[src/rtl/filter_pkg.sv]
// Shared types for the IIR filter path: sample format, DAC transmitter states and the
// sign-magnitude to offset-binary conversion also used by the ADC receiver.
package filter_pkg;

    localparam int FILT_N   = 15;
    localparam int SIGN_BIT = FILT_N;

    typedef logic [FILT_N:0] sample_t;

    typedef enum logic [1:0] {
        IDLE  = 2'd0,
        SHIFT = 2'd1,
        GAP   = 2'd2
    } tx_state_e;

    // Negative zero maps to mid-scale; mag < 2^N keeps the result inside W bits.
    function automatic sample_t sm_to_offset_bin(input sample_t s);
        sample_t mid;
        sample_t mag;
        mid = sample_t'(1) << SIGN_BIT;
        mag = {1'b0, s[SIGN_BIT-1:0]};
        return s[SIGN_BIT] ? (mid - mag) : (mid + mag);
    endfunction

endpackage

[src/rtl/dac_serial_tx_sclk_gen.sv]
// Serial clock generator: divides clk by 2*CLK_DIV while enabled, idles low otherwise,
// and flags the cycle in which sclk is about to rise or fall.
module dac_sclk_gen #(
    parameter int CLK_DIV = 2
) (
    input  logic clk,
    input  logic rst,
    input  logic en,
    output logic sclk,
    output logic rise,
    output logic fall
);

    localparam int DW = (CLK_DIV > 1) ? $clog2(CLK_DIV) : 1;

    logic [DW-1:0] div;
    logic          wrap;

    assign wrap = en && (div == DW'(CLK_DIV - 1));
    assign rise = wrap && !sclk;
    assign fall = wrap && sclk;

    always_ff @(posedge clk) begin
        if (rst || !en) begin
            div  <= '0;
            sclk <= 1'b0;
        end else if (wrap) begin
            div  <= '0;
            sclk <= ~sclk;
        end else begin
            div <= div + 1'b1;
        end
    end

endmodule

[src/rtl/dac_serial_tx.sv]
// SPI mode-0 write-only transmitter feeding filter output samples to a serial DAC, MSB first.
// Define DAC_TX_OFFSET_BIN_EN to send offset binary instead of sign-magnitude (timing unchanged).
module dac_serial_tx #(
    parameter int N       = 15,
    parameter int CLK_DIV = 2,
    parameter int GAP     = 2
) (
    input  logic       clk,
    input  logic       rst,
    input  logic [N:0] sample_i,
    input  logic       valid_i,
    output logic       ready_o,
    output logic       sclk_o,
    output logic       cs_n_o,
    output logic       sdo_o,
    output logic       busy_o,
    output logic       done_o
);

    localparam int W  = N + 1;
    localparam int BW = $clog2(W + 1);
    localparam int GW = (GAP > 1) ? $clog2(GAP) : 1;

    localparam logic [1:0] ST_IDLE  = filter_pkg::IDLE;
    localparam logic [1:0] ST_SHIFT = filter_pkg::SHIFT;
    localparam logic [1:0] ST_GAP   = filter_pkg::GAP;

    logic [1:0]    state;
    logic [N:0]    sreg;
    logic [N:0]    word_in;
    logic [BW-1:0] bit_cnt;
    logic [GW-1:0] gap_cnt;
    logic          sclk_en;
    logic          sclk_rise;
    logic          sclk_fall;

`ifdef DAC_TX_OFFSET_BIN_EN
    if (N == filter_pkg::FILT_N) begin : g_ob_pkg
        assign word_in = filter_pkg::sm_to_offset_bin(sample_i);
    end else begin : g_ob_generic
        localparam logic [N:0] MID = {1'b1, {N{1'b0}}};
        logic [N:0] mag;
        assign mag     = {1'b0, sample_i[N-1:0]};
        assign word_in = sample_i[N] ? (MID - mag) : (MID + mag);
    end
`else
    assign word_in = sample_i;
`endif

    assign sclk_en = (state == ST_SHIFT);

    dac_sclk_gen #(
        .CLK_DIV (CLK_DIV)
    ) u_sclk_gen (
        .clk  (clk),
        .rst  (rst),
        .en   (sclk_en),
        .sclk (sclk_o),
        .rise (sclk_rise),
        .fall (sclk_fall)
    );

    always_ff @(posedge clk) begin
        if (rst) begin
            state   <= ST_IDLE;
            ready_o <= 1'b1;
            cs_n_o  <= 1'b1;
            sdo_o   <= 1'b0;
            busy_o  <= 1'b0;
            done_o  <= 1'b0;
            bit_cnt <= '0;
            gap_cnt <= '0;
            sreg    <= '0;
        end else begin
            done_o <= 1'b0;
            case (state)
                ST_IDLE: begin
                    if (valid_i && ready_o) begin
                        sreg    <= word_in;
                        sdo_o   <= word_in[N];
                        cs_n_o  <= 1'b0;
                        ready_o <= 1'b0;
                        busy_o  <= 1'b1;
                        bit_cnt <= '0;
                        state   <= ST_SHIFT;
                    end
                end
                ST_SHIFT: begin
                    if (sclk_rise)
                        bit_cnt <= bit_cnt + 1'b1;
                    // The falling edge after the last rising edge closes the frame.
                    if (sclk_fall) begin
                        if (bit_cnt == BW'(W)) begin
                            cs_n_o  <= 1'b1;
                            sdo_o   <= 1'b0;
                            gap_cnt <= '0;
                            state   <= ST_GAP;
                        end else begin
                            sreg  <= {sreg[N-1:0], 1'b0};
                            sdo_o <= sreg[N-1];
                        end
                    end
                end
                ST_GAP: begin
                    if (gap_cnt == GW'(GAP - 1)) begin
                        done_o  <= 1'b1;
                        ready_o <= 1'b1;
                        busy_o  <= 1'b0;
                        state   <= ST_IDLE;
                    end else begin
                        gap_cnt <= gap_cnt + 1'b1;
                    end
                end
                default: state <= ST_IDLE;
            endcase
        end
    end

endmodule

[config.mk]
export PLATFORM = sky130hd
export DESIGN_NAME = dac_serial_tx
export DESIGN_NICKNAME = d
export VERILOG_FILES = /design/src/rtl/filter_pkg.sv /design/src/rtl/dac_serial_tx_sclk_gen.sv /design/src/rtl/dac_serial_tx.sv
export SDC_FILE = /design/constraint.sdc
export NUM_CORES = 1
export LEC_CHECK = 0
export CORE_ASPECT_RATIO = 1.1
export CORE_MARGIN = 3
export CORE_UTILIZATION = 48
export DETAILED_ROUTE_END_ITERATION = 10
export PLACE_DENSITY = 0.75
export SETUP_SLACK_MARGIN = 0.1
export SLEW_MARGIN = 30
export SYNTH_ARGS = -nofsm -noshare
export SYNTH_HDL_FRONTEND = slang
export SYNTH_SLANG_ARGS = --single-unit
export TNS_END_PERCENT = 10
[constraint.sdc]
create_clock -name clk -period 1.65 [get_ports clk]
set_clock_uncertainty 0.15 [all_clocks]
set_input_delay 0.165 -clock clk [delete_from_list [all_inputs] [get_ports clk]]
set_output_delay 0.165 -clock clk [all_outputs]
set_load 0.005 [all_outputs]
==> results of run 1 <==
worst max-delay path by stage:
stage / start / to / depth (start not counted)
after floorplan: bit_cnt[1]$_SDFFE_PP0P_ / sreg[10]$_SDFFE_PP0P_ / 6
after global placement: valid_i / sreg[12]$_SDFFE_PP0P_ / 4
after detailed placement: valid_i / sreg[2]$_SDFFE_PP0P_ / 4
after CTS: bit_cnt[1]$_SDFFE_PP0P_ / cs_n_o$_SDFFE_PP1P_ / 6
after global routing: bit_cnt[1]$_SDFFE_PP0P_ / cs_n_o$_SDFFE_PP1P_ / 6
final: bit_cnt[1]$_SDFFE_PP0P_ / cs_n_o$_SDFFE_PP1P_ / 6
power by group through the flow:
stage / clock network, W / logic [W] / registers, W
after CTS: 0.000405 / 0.000392 / 0.000803
final: 0.000388 / 0.000402 / 0.000804
after global placement: 0 / 0.000356 / 0.000816
after detailed placement: 0 / 0.000368 / 0.000818
after floorplan: 0 / 0.000231 / 0.000815
after global routing: 0.000443 / 0.000439 / 0.000810
cell families after synthesis:
family	share of synthesized area
simple gates	0.268
buf+inv	0.0527
compound gates	0.173
mux	0.107
fa+ha+maj	0.0157
xor+xnor	0.00551
flops	0.378
per-layer routing:
layer  up-vias  part of all wire  track usage
met2        22              0.50        0.345
met4         0             0.020       0.0840
met5         -                 0            0
met3         8             0.038       0.0664
met1       655              0.44        0.252
li1        706                 -            -
area by class of cell:
cell class | instances | area, µm²
clock buffer | 7 | 45.0
fill | 234 | 948
inverter | 5 | 18.8
multi-input combinational | 121 | 978
sequential | 30 | 611
tap | 34 | 42.5
timing repair buffer | 48 | 457
registers in the layout (all words and copies together) (netlist names):
register and cells:
bit_cnt 5, busy_o 1, cs_n_o 1, done_o 1
gap_cnt 1, ready_o 1, sdo_o 1, sreg 15
state 2, u_sclk_gen.div 1, u_sclk_gen.sclk 1
what timing repair did:
action                                  CTS  global route
resized for setup                         5             9
hold endpoints to repair                  0             0
setup buffers                             3             0
endpoints found under the setup margin   22            25
pin swaps                                 1             1
worst max-delay path, delay by kind of cell, from the launching register on:
kind / cells / cell delay [ns]
buffers and inverters: 2 / 0.24
DFF: 1 / 0.33
AOI/OAI and AO/OA: 2 / 0.38
adders and majority gates: 1 / 0.15
and+or+nand+nor: 1 / 0.21
through the flow:
stage               instance area, µm²  utilization  setup slack, ns  cells
floorplan                         1610            -            0.102    168
global placement                  2000        0.645           -0.147    235
detailed placement                2000        0.645           -0.178    235
CTS                               2100        0.677           0.0362    245
global route                      2150        0.694           0.0298    245
finish                            2150        0.694           0.0895    245
synthesized netlist by cell type, types with 2 or more instances:
cell        n
nand4bb_1   2
ha_1        2
or3b_1      4
clkbuf_1    6
or3b_2     10
nor3_1      4
inv_1       3
nand2b_1    3
o21bai_1    2
a21oi_1    10
o211ai_1   14
and3_1      2
buf_6       2
mux2i_1    17
dfxtp_1    30
nand3_1     9
or3_1       3
o21ai_0     2
nand2_1    17
buf_2       3
==> results.sh, run 1 <==
export IMPL_status="complete, no violations"
export IMPL_fin_crit_sh=0.946
export IMPL_ir_drop_mv=0.378
export IMPL_synth_seq_area_share=0.378
export IMPL_drive_gt1_frac=0.280
export IMPL_layout_common_cells="dfxtp_1, clkdlybuf4s50_1, buf_4"
export IMPL_crit_chain="inv_1 -> ha_4 -> nor4bb_4 -> buf_4 -> o22ai_1 -> a211o_1"
export IMPL_nets=232
export IMPL_die_w_um=60.9
export IMPL_hold_depth=3
export IMPL_start_kind="flip-flop"
export IMPL_initial_core_util=0.513
export IMPL_critical_path_max_fanout=2
export IMPL_grt_antenna_before_repair=0
export IMPL_drv_slew=0
export IMPL_final_common_cell="dfxtp_1"
export IMPL_die_y_um=66.4
export IMPL_synth_distinct_cells=43
export IMPL_overflow=0
export IMPL_synth_edf_count=0
export IMPL_crit_arrival_ns=1.63
export IMPL_grt_max_degree=36
export IMPL_holdCritStartpoint="sample_i[15]"
export IMPL_clk_pin_slew_ns=0.09
export IMPL_r2r_start="bit_cnt[1]$_SDFFE_PP0P_"
export IMPL_crit_type="flip-flop to flip-flop"
export IMPL_wl_per_cell_um=15.0
export IMPL_syn2layout_area_growth_pct=35.3
export IMPL_r2r_setup_slack_ns=0.09
export IMPL_rsz0062_at_grt="true"
export IMPL_combPwrFrac=0.252
export IMPL_hold_buffers=0
export IMPL_synthesis_nets=189
export IMPL_clk_path_buf_depth=2
export IMPL_synth_cells=168
export IMPL_synth_seq_cells=30
export IMPL_synth_top_flop_cell="dfxtp_1"
export IMPL_finalHoldViolCount=0
export IMPL_postSynthAreaPerCell_um2=9.47
export IMPL_ys_warn_count=0
export IMPL_dpl_hpwl_mm=2.58
export IMPL_place_gp_congestion=0.828
export IMPL_via_per_inst=5.68
export IMPL_period_needed_ns=1.56
export IMPL_r2r_end="cs_n_o$_SDFFE_PP1P_"
export IMPL_power_leakage_nw=0.846
export IMPL_ant_nets=0
export IMPL_clk_latency_ns=0.32
export IMPL_p_int_w=0.00117
export IMPL_relSlewSlack=0.827
export IMPL_fin_hold_ws_ns=0.299
export IMPL_p_per_area_nw_per_um2=741
export IMPL_drtIter0Drc=38
export IMPL_power_share_sequential=0.504
export IMPL_tns_ns=0
export IMPL_ys_async_sr_fraction=0
export IMPL_port_buffers=24
export IMPL_dr_pass1_iters=4
export IMPL_r2r_cells=6
export IMPL_routed_wirelength_mm=3.68
export IMPL_fp_dieArea_um2=4040
export IMPL_min_path_type="input port to flip-flop"
export IMPL_rows=21
export IMPL_critPathMaxStageDelay_ns=0.33
export IMPL_vias=1391
export IMPL_coreArea_um2=3100
export IMPL_worst_pin_slew_ns=0.259
export IMPL_insertedDiodeCount=0
export IMPL_synth_area_um2=1590
export IMPL_netSwitchingPower_w=0.000428
export IMPL_clock_sinks=30
export IMPL_cp_required_ns=1.72
export IMPL_cp_end_kind="flip-flop"
export IMPL_slowest_stage="dfxtp_2"
export IMPL_track_usage=0.211
export IMPL_grt_pass1_vias=1495
export IMPL_netlist_top_cells_area="dfxtp_1, mux2i_1, o211ai_1"
export IMPL_swShare=0.269
export IMPL_cts_max_level=2
export IMPL_setup_viol=0
export IMPL_ioPinCount=25
export IMPL_grt_pass1_wl_mm=6.47
export IMPL_tritoncts="yes"
export IMPL_drc=0
export IMPL_cts_root_buf="clkbuf_4"
export IMPL_yosys_area_top_type_share=0.378
export IMPL_clock_power_share=0.243
export IMPL_yosys_area_top_type="dfxtp_1"
export IMPL_numCtsBuffers=5
export IMPL_power_w=0.00159
export IMPL_cap_violations=0
export IMPL_hold_path_end="sdo_o$_SDFFE_PP0P_"
export IMPL_max_clock_freq_mhz=641
No activity file was read; power rests on OpenSTA's default activity.
==> run 2: changes to the inputs <==
--- a/config.mk
+++ b/config.mk
@@ -5,11 +5,13 @@
 export SDC_FILE = /design/constraint.sdc
 export NUM_CORES = 1
 export LEC_CHECK = 0
+export ABC_AREA = 1
 export CORE_ASPECT_RATIO = 1.1
 export CORE_MARGIN = 3
-export CORE_UTILIZATION = 48
+export CORE_UTILIZATION = 47
 export DETAILED_ROUTE_END_ITERATION = 10
-export PLACE_DENSITY = 0.75
+export MAX_ROUTING_LAYER = met4
+export PLACE_DENSITY = 0.74
 export SETUP_SLACK_MARGIN = 0.1
 export SLEW_MARGIN = 30
 export SYNTH_ARGS = -nofsm -noshare
==> run 2 against run 1 <==
- first-iteration DRC count rose by 53%
- count of clock-buffer cells in the layout did not move
- register-to-register slack improved by 0.06 ns
- die area fell by 1.7%
- power rose by 8.7%
- via count rose by 4.2%
- sequential share of layout area rose by 3.1 points
- setup slack improved by 0.034 ns
- global-route usage fell by 2.1 points
- core utilization fell by 7.1 points
- critical path depth fell by 5
- synthesized cell count rose by 42%
- largest power group unchanged
==> results.sh, run 2 <==
export IMPL_r2r_setup_slack_ns=0.15
export IMPL_min_path_type="input port to flip-flop"
export IMPL_r2r_start="state[0]$_SDFFE_PP0P_"
export IMPL_cap_violations=0
export IMPL_numCtsBuffers=5
export IMPL_clk_pin_slew_ns=0.09
export IMPL_cts_max_level=2
export IMPL_postSynthAreaPerCell_um2=6.42
export IMPL_drv_slew=0
export IMPL_met3_usage=0.0430
export IMPL_relSlewSlack=0.823
export IMPL_tns_ns=0
export IMPL_place_gp_congestion=0.784
export IMPL_cp_required_ns=1.33
export IMPL_top_usage_layer="met2"
export IMPL_port_buffers=24
export IMPL_synth_distinct_cells=21
export IMPL_drtIter0Drc=58
export IMPL_setup_viol=0
export IMPL_synth_area_um2=1530
export IMPL_critical_path_max_fanout=4
export IMPL_tritoncts="yes"
export IMPL_synth_cells=238
export IMPL_layout_common_cells="nand2_1, nor2_1, dfxtp_1"
export IMPL_cp_end_kind="primary output"
export IMPL_crit_arrival_ns=1.21
export IMPL_synth_seq_cells=30
export IMPL_drive_gt1_frac=0.111
export IMPL_grt_antenna_before_repair=0
export IMPL_coreArea_um2=3070
export IMPL_synth_seq_area_share=0.393
export IMPL_rows=21
export IMPL_grtUsageMet2=0.307
export IMPL_hold_depth=3
export IMPL_overflow=0
export IMPL_r2r_end="bit_cnt[1]$_SDFFE_PP0P_"
export IMPL_ys_warn_count=0
export IMPL_synthesis_nets=259
export IMPL_drc=0
export IMPL_crit_type="flip-flop to primary output"
export IMPL_routed_wirelength_mm=3.20
export IMPL_top_register="sreg"
export IMPL_largest_reg_flops=15
export IMPL_yosysMostFrequentCell="nand2_1"
export IMPL_r2r_cells=6
export IMPL_critPathTopFamily="buffers and inverters"
export IMPL_ys_async_sr_fraction=0
export IMPL_synthTopCellsByCount="nand2_1, nor2_1, dfxtp_1"
export IMPL_vias=1450
export IMPL_grt_util_met1=0.225
export IMPL_insertedDiodeCount=0
export IMPL_initial_core_util=0.497
export IMPL_holdCritStartpoint="sample_i[0]"
export IMPL_max_clock_freq_mhz=655
export IMPL_clock_sinks=30
export IMPL_yosys_area_top_type="dfxtp_1"
export IMPL_critPathMaxStageDelay_ns=0.52
export IMPL_dr_pass1_iters=6
export IMPL_power_leakage_nw=0.911
export IMPL_p_per_area_nw_per_um2=905
export IMPL_ioPinCount=25
export IMPL_syn2layout_area_growth_pct=25.3
export IMPL_setup_ws_ns=0.124
export IMPL_path_buf_inv=1
export IMPL_hold_path_end="sreg[0]$_SDFFE_PP0P_"
export IMPL_synth_top_flop_cell="dfxtp_1"
export IMPL_hold_buffers=0
export IMPL_largestRegisters="sreg x15, bit_cnt x5, state x2"
export IMPL_wl_per_cell_um=10.5
export IMPL_yosys_area_top_type_share=0.393
export IMPL_ir_drop_mv=0.631
export IMPL_status="complete, no violations"
export IMPL_netlist_top_cells_area="dfxtp_1, nand2_1, nor2_1"
export IMPL_crit_chain="clkdlybuf4s50_1"
export IMPL_worst_pin_slew_ns=0.264
export IMPL_grt_pass1_wl_mm=5.63
export IMPL_synth_edf_count=0
export IMPL_clk_path_buf_depth=2
export IMPL_track_usage=0.190
export IMPL_grt_pass1_vias=1380
export IMPL_rsz0062_at_grt="true"
export IMPL_nets=290
export IMPL_dpl_hpwl_mm=2.24
export IMPL_die_y_um=65.8
export IMPL_period_needed_ns=1.53
export IMPL_pre_cts_ws_ns=0.0308
export IMPL_die_w_um=60.4
export IMPL_cts_setup_buffers=0
export IMPL_ant_nets=0
export IMPL_via_per_inst=4.77
export IMPL_fp_dieArea_um2=3970
export IMPL_finalHoldViolCount=0
export IMPL_cts_root_buf="clkbuf_4"
export IMPL_clk_latency_ns=0.32
export IMPL_grt_max_degree=20
export IMPL_start_kind="flip-flop"
export IMPL_fin_crit_sh=0.925
export IMPL_slowest_stage="clkdlybuf4s50_1"
export IMPL_final_common_cell="nand2_1"
==> run 2: cell count changes after synthesis, sizes merged, moves of 3 or more <==
| cell | previous run | this run |
|---|---|---|
| or3b | 14 | 0 |
| nand4bb | 3 | 0 |
| nor2 | 0 | 44 |
| nand3 | 9 | 29 |
| inv | 4 | 28 |
| nand2 | 17 | 79 |
| nand2b | 3 | 0 |
| o211ai | 14 | 0 |
| clkbuf | 7 | 1 |
| mux2i | 17 | 0 |
| or3 | 3 | 0 |
==> run 2: worst max-delay path by stage <==
stage,startpoint,endpoint,slack (ns),cells past startpoint
2_1_floorplan,bit_cnt[0]$_SDFFE_PP0P_,sreg[10]$_SDFFE_PP0P_,0.23,10
3_3_place_gp,valid_i,sdo_o$_SDFFE_PP0P_,0.05,9
3_5_place_dp,valid_i,sreg[11]$_SDFFE_PP0P_,0.03,7
4_1_cts,u_sclk_gen.sclk$_SDFFE_PP0N_,sclk_o,0.11,1
5_1_grt,state[0]$_SDFFE_PP0P_,bit_cnt[1]$_SDFFE_PP0P_,0.04,6
6_report,ready_o$_SDFFE_PP1P_,ready_o,0.12,1
==> run 2: area by class of cell <==
type	instances	area, µm²
Fill cell	287	1160
Clock buffer	7	55.1
Sequential cell	30	602
Timing Repair Buffer	31	313
Clock inverter	1	5.00
Timing Repair inverter	1	6.26
Tap cell	34	42.5
Inverter	29	114
Multi-Input combinational cell	171	777
==> run 2: cell families (layout without fill, tap and decap cells) <==
| logic type | Yosys count | in the layout | synth area share |
|---|---|---|---|
| AO/OA/AOI/OAI | 14 | 14 | 0.0459 |
| XOR/XNOR | 1 | 1 | 0.00573 |
| flip-flops | 30 | 30 | 0.393 |
| buffers and inverters | 37 | 69 | 0.112 |
| adder cells (fa/ha/maj) | 2 | 2 | 0.0164 |
| AND/OR/NAND/NOR | 154 | 154 | 0.427 |
==> run 2: tightest hold or removal path: stages <==
cell	delay (ns)
clkdlybuf4s50_1	0.40
nand2_1	0.06
a21oi_1	0.06
==> run 2: metal layers <==
metal,part of all wire,vias up
met3,0.045,8
met1,0.48,622
met4,0.018,0
met5,0,-
li1,-,790
met2,0.46,30
==> run 2: power by group <==
part | internal, W | switching (W) | total (W) | leakage, nW
clock | 0.000206 | 0.000237 | 0.000443 | 0.0353
sequential | 0.000794 | 0.0000398 | 0.000834 | 0.247
combinational | 0.000205 | 0.000250 | 0.000455 | 0.629
total | 0.00121 | 0.000527 | 0.00173 | 0.911
==> run 2: repair_timing <==
item / in CTS / in global routing
pin swaps: 0 / 1
gates cloned: 0 / 1
gates resized for setup: 1 / 14
endpoints found under the setup margin: 5 / 25
==> run 2: metrics by stage <==
step	hold slack [ns]	power, W	area, µm²	utilization	std cells
floorplan	0.163	0.00114	1530	-	238
global placement	0.290	0.00127	1810	0.590	295
detailed placement	0.307	0.00128	1810	0.590	295
CTS	0.252	0.00172	1880	0.610	303
global route	0.271	0.00186	1910	0.623	304
finish	0.262	0.00173	1910	0.623	304
